**src/rtl/seg7_scan_ctrl.sv**
```systemverilog
// seg7_scan_ctrl
//   Drives a 4-digit multiplexed seven-segment display from a small
//   register-write interface. Digits are lit one at a time, with an optional
//   all-dark gap between digits to suppress ghosting. DATA and CTRL (dp, blank)
//   are double-buffered: writes land in a shadow copy and are moved to the
//   active copy only at a frame boundary. The enable bit acts immediately.
//
// Ports
//   i_clk, i_rst_n      clock, asynchronous active-low reset
//   i_wr_valid/o_wr_ready, i_wr_addr, i_wr_data
//                       register write (addr 0 = DATA, 1 = CTRL)
//   i_rd_addr/o_rd_data combinational readback of the shadow registers
//   o_seg_out           [7]=dp, [6:0]=g..a, registered, polarity applied
//   o_cc                digit select (bit i = digit i), registered
//   o_frame_tick        one-cycle pulse aligned with digit 0 first appearing
//
// States
//   S_IDLE | display dark, waiting for enable
//   S_SHOW | current digit lit for SCAN_DIV cycles
//   S_GAP  | all digits dark for BLANK_CYC cycles before the next digit
module seg7_scan_ctrl #(
  parameter int SCAN_DIV       = 4000,
  parameter int BLANK_CYC      = 16,
  parameter bit SEG_ACTIVE_LOW = 1'b1,
  parameter bit CC_ACTIVE_LOW  = 1'b1
) (
  input  logic        i_clk,
  input  logic        i_rst_n,
  input  logic        i_wr_valid,
  output logic        o_wr_ready,
  input  logic        i_wr_addr,
  input  logic [31:0] i_wr_data,
  input  logic        i_rd_addr,
  output logic [31:0] o_rd_data,
  output logic [7:0]  o_seg_out,
  output logic [3:0]  o_cc,
  output logic        o_frame_tick
);

  localparam int CNT_MAX = (SCAN_DIV > BLANK_CYC) ? SCAN_DIV : BLANK_CYC;
  localparam int CNT_W   = $clog2(CNT_MAX + 1);
  localparam logic [CNT_W-1:0] SHOW_LAST = CNT_W'(SCAN_DIV - 1);
  localparam logic [CNT_W-1:0] GAP_LAST  = CNT_W'((BLANK_CYC > 0) ? BLANK_CYC - 1 : 0);
  localparam bit HAS_GAP = (BLANK_CYC > 0);
  // XOR masks: an active-high "on" pattern XOR the off level gives the pad value.
  localparam logic [7:0] SEG_OFF = SEG_ACTIVE_LOW ? 8'hFF : 8'h00;
  localparam logic [3:0] CC_OFF  = CC_ACTIVE_LOW ? 4'hF : 4'h0;

  typedef enum logic [1:0] {S_IDLE, S_SHOW, S_GAP} state_t;

  state_t           r_state;
  logic [1:0]       r_digit;
  logic [CNT_W-1:0] r_cnt;
  logic [15:0]      r_sh_data, r_act_data;
  logic [3:0]       r_sh_dp, r_sh_blank, r_act_dp, r_act_blank;
  logic             r_sh_en;
  logic             r_dirty;
  logic             r_wr_ready;
  logic [7:0]       r_seg;
  logic [3:0]       r_cc;
  logic             r_tick;

  logic       w_wr_acc;
  logic       w_show_end, w_gap_end, w_adv, w_load, w_lit;
  logic [3:0] w_nibble;
  logic [6:0] w_dec;
  logic [7:0] w_seg_hi;
  logic [3:0] w_cc_hi;
  logic       w_tick;
  logic       w_unused;

  assign w_wr_acc = i_wr_valid & r_wr_ready;
  assign w_unused = ^{i_wr_data[31:16], i_wr_data[3:1]};

  always_comb begin
    w_show_end = (r_state == S_SHOW) && (r_cnt == SHOW_LAST);
    w_gap_end  = (r_state == S_GAP) && (r_cnt == GAP_LAST);
    w_adv      = (w_show_end && !HAS_GAP) || w_gap_end;
    // Shadow -> active copy: on leaving IDLE, or when wrapping 3 -> 0 with pending writes.
    w_load     = r_sh_en && ((r_state == S_IDLE) || (w_adv && (r_digit == 2'd3) && r_dirty));
  end

  assign w_nibble = r_act_data[{r_digit, 2'b00} +: 4];

  always_comb begin
    w_dec = 7'h00;
    case (w_nibble)
      4'h0: w_dec = 7'h3F;
      4'h1: w_dec = 7'h06;
      4'h2: w_dec = 7'h5B;
      4'h3: w_dec = 7'h4F;
      4'h4: w_dec = 7'h66;
      4'h5: w_dec = 7'h6D;
      4'h6: w_dec = 7'h7D;
      4'h7: w_dec = 7'h07;
      4'h8: w_dec = 7'h7F;
      4'h9: w_dec = 7'h6F;
      4'hA: w_dec = 7'h77;
      4'hB: w_dec = 7'h7C;
      4'hC: w_dec = 7'h39;
      4'hD: w_dec = 7'h5E;
      4'hE: w_dec = 7'h79;
      4'hF: w_dec = 7'h71;
      default: w_dec = 7'h00;
    endcase
  end

  // Gating with r_sh_en darkens the pads on the same edge the FSM drops to IDLE.
  always_comb begin
    w_lit    = r_sh_en && (r_state == S_SHOW);
    w_cc_hi  = w_lit ? (4'b0001 << r_digit) : 4'b0000;
    w_seg_hi = (w_lit && !r_act_blank[r_digit]) ? {r_act_dp[r_digit], w_dec} : 8'h00;
    w_tick   = w_lit && (r_digit == 2'd0) && (r_cnt == '0);
  end

  always_ff @(posedge i_clk or negedge i_rst_n) begin
    if (!i_rst_n) begin
      r_state     <= S_IDLE;
      r_digit     <= 2'd0;
      r_cnt       <= '0;
      r_sh_data   <= 16'h0000;
      r_sh_dp     <= 4'h0;
      r_sh_blank  <= 4'h0;
      r_sh_en     <= 1'b0;
      r_act_data  <= 16'h0000;
      r_act_dp    <= 4'h0;
      r_act_blank <= 4'h0;
      r_dirty     <= 1'b0;
      r_wr_ready  <= 1'b0;
      r_seg       <= SEG_OFF;
      r_cc        <= CC_OFF;
      r_tick      <= 1'b0;
    end else begin
      r_wr_ready <= 1'b1;
      r_seg      <= w_seg_hi ^ SEG_OFF;
      r_cc       <= w_cc_hi ^ CC_OFF;
      r_tick     <= w_tick;

      if (w_wr_acc) begin
        if (!i_wr_addr) begin
          r_sh_data <= i_wr_data[15:0];
        end else begin
          r_sh_en    <= i_wr_data[0];
          r_sh_dp    <= i_wr_data[7:4];
          r_sh_blank <= i_wr_data[11:8];
        end
      end

      // A write coinciding with a transfer keeps dirty set: the transfer took the old shadow.
      if (w_load) begin
        r_act_data  <= r_sh_data;
        r_act_dp    <= r_sh_dp;
        r_act_blank <= r_sh_blank;
        r_dirty     <= w_wr_acc;
      end else if (w_wr_acc) begin
        r_dirty <= 1'b1;
      end

      if (!r_sh_en) begin
        r_state <= S_IDLE;
        r_digit <= 2'd0;
        r_cnt   <= '0;
      end else begin
        case (r_state)
          S_IDLE: begin
            r_state <= S_SHOW;
            r_digit <= 2'd0;
            r_cnt   <= '0;
          end
          S_SHOW: begin
            if (w_show_end) begin
              r_cnt <= '0;
              if (HAS_GAP) r_state <= S_GAP;
              else         r_digit <= r_digit + 2'd1;
            end else begin
              r_cnt <= r_cnt + CNT_W'(1);
            end
          end
          S_GAP: begin
            if (w_gap_end) begin
              r_cnt   <= '0;
              r_state <= S_SHOW;
              r_digit <= r_digit + 2'd1;
            end else begin
              r_cnt <= r_cnt + CNT_W'(1);
            end
          end
          default: begin
            r_state <= S_IDLE;
            r_digit <= 2'd0;
            r_cnt   <= '0;
          end
        endcase
      end
    end
  end

  assign o_wr_ready   = r_wr_ready;
  assign o_rd_data    = i_rd_addr ? {20'b0, r_sh_blank, r_sh_dp, 3'b000, r_sh_en}
                                  : {16'b0, r_sh_data};
  assign o_seg_out    = r_seg;
  assign o_cc         = r_cc;
  assign o_frame_tick = r_tick;

endmodule

```
**config.mk**
```make
export PLATFORM = sky130hd
export DESIGN_NAME = seg7_scan_ctrl
export DESIGN_NICKNAME = d
export VERILOG_FILES = /design/src/rtl/seg7_scan_ctrl.sv
export SDC_FILE = /design/constraint.sdc
export NUM_CORES = 1
export LEC_CHECK = 0
export CORE_MARGIN = 1
export CORE_UTILIZATION = 55
export DETAILED_ROUTE_END_ITERATION = 6
export PLACE_DENSITY = 0.93
export SLEW_MARGIN = 20
export SYNTH_ARGS = -nofsm -noshare
export SYNTH_HDL_FRONTEND = slang
export SYNTH_SLANG_ARGS = --single-unit
```
**constraint.sdc**
```tcl
create_clock -name i_clk -period 3.15 [get_ports i_clk]
set_clock_uncertainty 0.1 [all_clocks]
set_input_delay 0.63 -clock i_clk [delete_from_list [all_inputs] [get_ports i_clk]]
set_output_delay 0.63 -clock i_clk [all_outputs]
set_load 0.01 [all_outputs]
```
=== Word level (Yosys, flattened, before mapping) ===
Memories as Yosys holds them, arrays and structs flattened.
Cells that the tools add are included.

* Bits in registers: 80
* Memory bits (read-only): 112
* Bits of input ports: 37
* Output and inout port bits: 46
* Word-level logic and storage cells: 72
* Memories kept: 1

* $add $sub $neg: 2
* Order comparisons: 1
* Equality and inequality tests: 8
* Shift-type cells: 2
* Multiplexer cells: 20
* Bitwise gates (word level): 4
* Reductions and logical operators: 19

{| class="wikitable"
|+ Memory list
! memory !! words !! width !! rd ports !! clocked after memory_dff !! write ports !! RTL line !! source
|-
| (name not given) || 16 || 7 || 1 || 0 || 0 || 87 || <nowiki>case (w_nibble)</nowiki>
|}

{| class="wikitable"
|+ Operator list
! kind !! count
|-
| 12-bit 2-to-1 mux || 3
|-
| 12-bit case mux with 2 select lines || 1
|-
| 16-bit 2-to-1 mux || 1
|-
| 16-bit by 5-bit indexed part select with 4-bit output || 1
|-
| 12-bit by 1-bit adder with 12-bit output (second input constant) || 1
|-
| 12-bit == test (second input constant) || 1
|-
| 12-bit by 4-bit == test with 1-bit output (second input constant) || 1
|-
| 12-bit zero test || 1
|-
| 2-bit 2-to-1 mux || 5
|-
| 1-bit logical AND || 9
|-
| 8-bit 2-to-1 mux || 1
|-
| 8-bit inverter || 1
|-
| 2-bit AND reduction || 4
|-
| 3-bit inequality test (second input constant) || 2
|-
| 2-bit case mux with 3 select lines || 1
|-
| 1-bit binary-select mux with 2-bit select || 2
|-
| 2-bit == test (second input constant) || 2
|-
| 2-bit zero test || 2
|-
| 1-bit 2-to-1 mux || 4
|-
| 4-bit 2-to-1 mux || 1
|-
| 4-bit inverter || 1
|-
| 2-bit case mux with 2 select lines || 1
|-
| 1-bit by 2-bit left shift with 4-bit output (first input constant) || 1
|-
| 2-bit by 3-bit less-than comparator with 1-bit output (second input constant) || 1
|-
| other kinds (8) || 8
|}

=== Logic depth before layout (Yosys ltp) ===
* Depth after elaboration: 7
* Gate-level depth with buffers: 7
* Gate-level depth less buffers: 6

=== Least setup slack after synthesis ===
No wires, ideal clock.

* Kind: in2out
* Start point: input port i_rd_addr
* End point: output port o_rd_data[10]
* Arrival time: 1574 ps
* Slack: 846 ps
* Stages on the path: 3
* Buffers on the path: 2
* Path through: clkbuf_1 buf_1 mux2_2

* Word-level cells in the longest chain between the ends: 1

{| class="wikitable"
|+ RTL lines
! element !! RTL line !! source
|-
| from (decl) || 33 || <nowiki>input logic i_rd_addr,</nowiki>
|-
| 16-bit 2-to-1 mux || 199 || <nowiki>assign o_rd_data = i_rd_addr ? {20'b0, r_sh_blank, r_sh_dp, 3'b000, r_sh_en}</nowiki>
|-
| to (decl) || 34 || <nowiki>output logic [31:0] o_rd_data,</nowiki>
|}

No other way between the ends.

=== Final worst setup path ===
* Start point: input port i_rd_addr
* End point: output port o_rd_data[15]

Same word-level chain as after synthesis.

==> out/results.txt <==
Status: complete, no violations
Data required, critical path: 2.42 ns
Largest net degree at the start of global routing: 81
Initial DRT Pass Iterations: 4
FMAX: 347 MHz
Distinct cell type count after synthesis: 49
Layout cells sized above 1: 0.283
CP cell instances: clkdlybuf4s50_1 > buf_4 > buf_4 > nor2b_1 > clkdlybuf4s50_1
Root buf cell: clkbuf_8
Initial antenna violation count: 0
CTS max path bufs: 2
Setup ws final: 0.266 ns
Register bit total from synthesis: 80
Clk Latency, worst-skew pair: 0.35 ns
CTS resizes: 0
Leakage: 2.03 nW
Unrepaired setup endpoints after global routing: false
Fin area: 0.00476 sq mm
Fin Setup TNS: 0 ns
Height of the die: 87.7 um
Max Fanout on Critical Path: 11
Crit path launch: i_rd_addr
Reg-to-reg critical path startpoint: r_digit[0]
Die ar.: 0.00769 sq mm
CP arrival: 2.15 ns
Total CTS buffers: 9
Dpl cell area: 0.00453 sq mm
Floorplan Core Area: 0.00694 sq mm
Remaining global-route overflow: 0
TritonCTS clock tree: built
Fin crit share: 0.916
Reg-to-reg setup timing slack: 0.81 ns
Family with the most delay on the worst path: buffers and inverters
Final Wtd Congestion: 0.856
Worst-path clk slew: 0.07 ns
Mapped Cells: 311
Num rows: 30
Place WS: 0.264 ns
Top_reg_cell synth: dfrtp_1
Starting density of the core: 0.581
Remaining DRCs: 0
Synth async-reset ratio: 1.00
Largest stage delay, worst path: 0.59 ns
Layout fillers: 464
# Post-CTS Setup Buffers: 0
Routed len/inst: 16.7 um
Area grow syn2layout: 18.0%
Max-Cap Viols: 0
Setup-failing EPs final: 0
Final #Nets: 415
Post-DRT Antenna Nets: 0
Io pins: 83
Slew Limit Fails: 0
First-pass GRT wire length: 12500 um
Clock net sink count: 80
IO buf count: 50
Seq/Total Area, Yosys: 0.500
Inserted Diodes: 0
Vias in the first global route: 2490
Pwr dens: 755 mW/mm^2
WHS: 0.330 ns
Rel. slew slack: 0.358
Die width: 87.7 um
Routed wire length: 7720 um
Dpl cells: 447
Kind of critical path: in2out
Via/cell ratio: 5.44
Ys Warns: 0
Final Hold Violating Endpoints: 0
CP bufs+invs: 4
Slowest CP cell: clkdlybuf4s50_1
HP Class: in2async
Setup crit start kind: primary input
Tmin final: 2.88 ns
Via count: 2519
Worst IR Drop VDD: 0.339 mV
Worst setup EP type: output port
Synthesized area: 0.00404 sq mm
Non-Filler Instances: 463
Hold-fix buffer count after cts: 0
GRT Overall Usage: 0.221
Worst Max-Slew Pin Slew: 0.963 ns
EDFF count, synth: 0
Initial drt markers: 116
H-Tree Level Count: 3
Final HPWL from detailed placement: 5360 um
Mean Syn Cell Area: 13.0 sq um
kinds of logic (layout without fill, tap and decap cells):
logic type | count (synthesis) | in the layout | share of synthesized area
flops | 80 | 80 | 0.500
simple gates | 73 | 73 | 0.0995
mux | 68 | 68 | 0.226
buf+inv | 43 | 84 | 0.0654
compound gates | 19 | 19 | 0.0363
fa+ha+maj | 16 | 16 | 0.0496
xor+xnor | 10 | 10 | 0.0217
other cells | 2 | 17 | 0.00186
metrics by stage:
stage | power [mW] | utilization
final | 3.60 | 0.686
after CTS | 3.60 | 0.686
after global placement | 2.62 | 0.652
after global routing | 3.77 | 0.686
after floorplan | 2.39 | -
after detailed placement | 2.71 | 0.652
synthesized netlist by cell type, types with 2 or more instances:
| library cell | count | area (sq um) |
|---|---|---|
| mux4_2 | 7 | 158 |
| o211ai_1 | 2 | 15.0 |
| buf_4 | 17 | 128 |
| conb_1 | 2 | 7.51 |
| clkbuf_1 | 5 | 18.8 |
| nand2_1 | 17 | 63.8 |
| xor2_1 | 3 | 26.3 |
| o31ai_1 | 2 | 15.0 |
| xnor2_1 | 7 | 61.3 |
| a21oi_1 | 2 | 10.0 |
| o221ai_1 | 3 | 26.3 |
| mux2_4 | 19 | 285 |
| nor3_1 | 4 | 20.0 |
| nor2b_1 | 14 | 87.6 |
| o21ai_0 | 4 | 20.0 |
| inv_1 | 14 | 52.6 |
| nand4_1 | 4 | 25.0 |
| nor2_1 | 14 | 52.6 |
| dfstp_2 | 12 | 315 |
| mux2_2 | 39 | 439 |
| dfrtp_1 | 68 | 1700 |
| nand3_1 | 5 | 25.0 |
| ha_1 | 16 | 200 |
| nor4_1 | 2 | 12.5 |
| mux2i_1 | 3 | 30.0 |
| buf_2 | 3 | 15.0 |
worst reg2reg max path, stage by stage, from the launching register on:
cell	delay [ns]
dfrtp_1	0.57
mux4_2	0.64
inv_1	0.14
ha_1	0.16
inv_1	0.04
mux4_2	0.45
nand2b_1	0.16
layout make-up:
class | count | area [sq um] | share of cell area
clock buffer | 10 | 128 | 0.0268
inverter | 14 | 52.6 | 0.0110
clock inverter | 6 | 108 | 0.0226
timing repair buffer | 54 | 528 | 0.111
tap | 96 | 120 | 0.0252
multi-input combinational | 203 | 1810 | 0.380
sequential | 80 | 2020 | 0.423
state kept, by name, indices dropped and copies added, names as in the netlist, 2 cells and up:
name	flops
o_cc	4
o_seg_out	8
r_act_blank	4
r_act_data	16
r_act_dp	4
r_cnt	12
r_digit	2
r_sh_blank	4
r_sh_data	16
r_sh_dp	4
r_state	2
cell usage in the layout (no fill, tap or decap), types with 2 or more instances in the layout:
cell type,synthesis,final
o221ai_1,3,3
clkbuf_8,0,9
o31ai_1,2,2
nand2_1,17,17
nor4_1,2,2
dfrtp_1,68,68
a21oi_1,2,2
ha_1,16,16
xor2_1,3,3
o21ai_0,4,4
nand3_1,5,5
nor2b_1,14,14
nor2_1,14,14
buf_4,17,5
bufinv_16,0,3
conb_1,2,17
nand4_1,4,4
clkinv_2,0,2
mux2_4,19,19
mux2_2,39,39
mux4_2,7,7
clkdlybuf4s50_1,0,49
inv_1,14,14
dfstp_2,12,12
o211ai_1,2,2
xnor2_1,7,7
mux2i_1,3,3
nor3_1,4,4
report_power, final:
part,internal [mW],switching [mW],total [mW]
registers,1.31,0.184,1.49
logic,0.691,0.527,1.22
clock network,0.524,0.361,0.885
total,2.52,1.07,3.60
routing by layer:
layer / global-route usage / share of wire / wire [um] / up-vias
li1: - / - / - / 1146
met1: 0.277 / 0.43 / 3360 / 1263
met2: 0.371 / 0.50 / 3830 / 88
met3: 0.0349 / 0.040 / 307 / 22
met4: 0.119 / 0.029 / 224 / 0
met5: 0 / 0 / 0 / -
worst paths after layout:
check | cells after the start | to
min in group i_clk | 1 | r_act_dp[0]
hold reg to reg | 1 | r_act_dp[0]
hold / removal | 1 | o_wr_ready
setup reg to reg | 6 | o_seg_out[3]
setup / recovery | 5 | o_rd_data[15]
max in group asynchronous | 1 | r_state[0]
(Power assumes the default switching activity.)
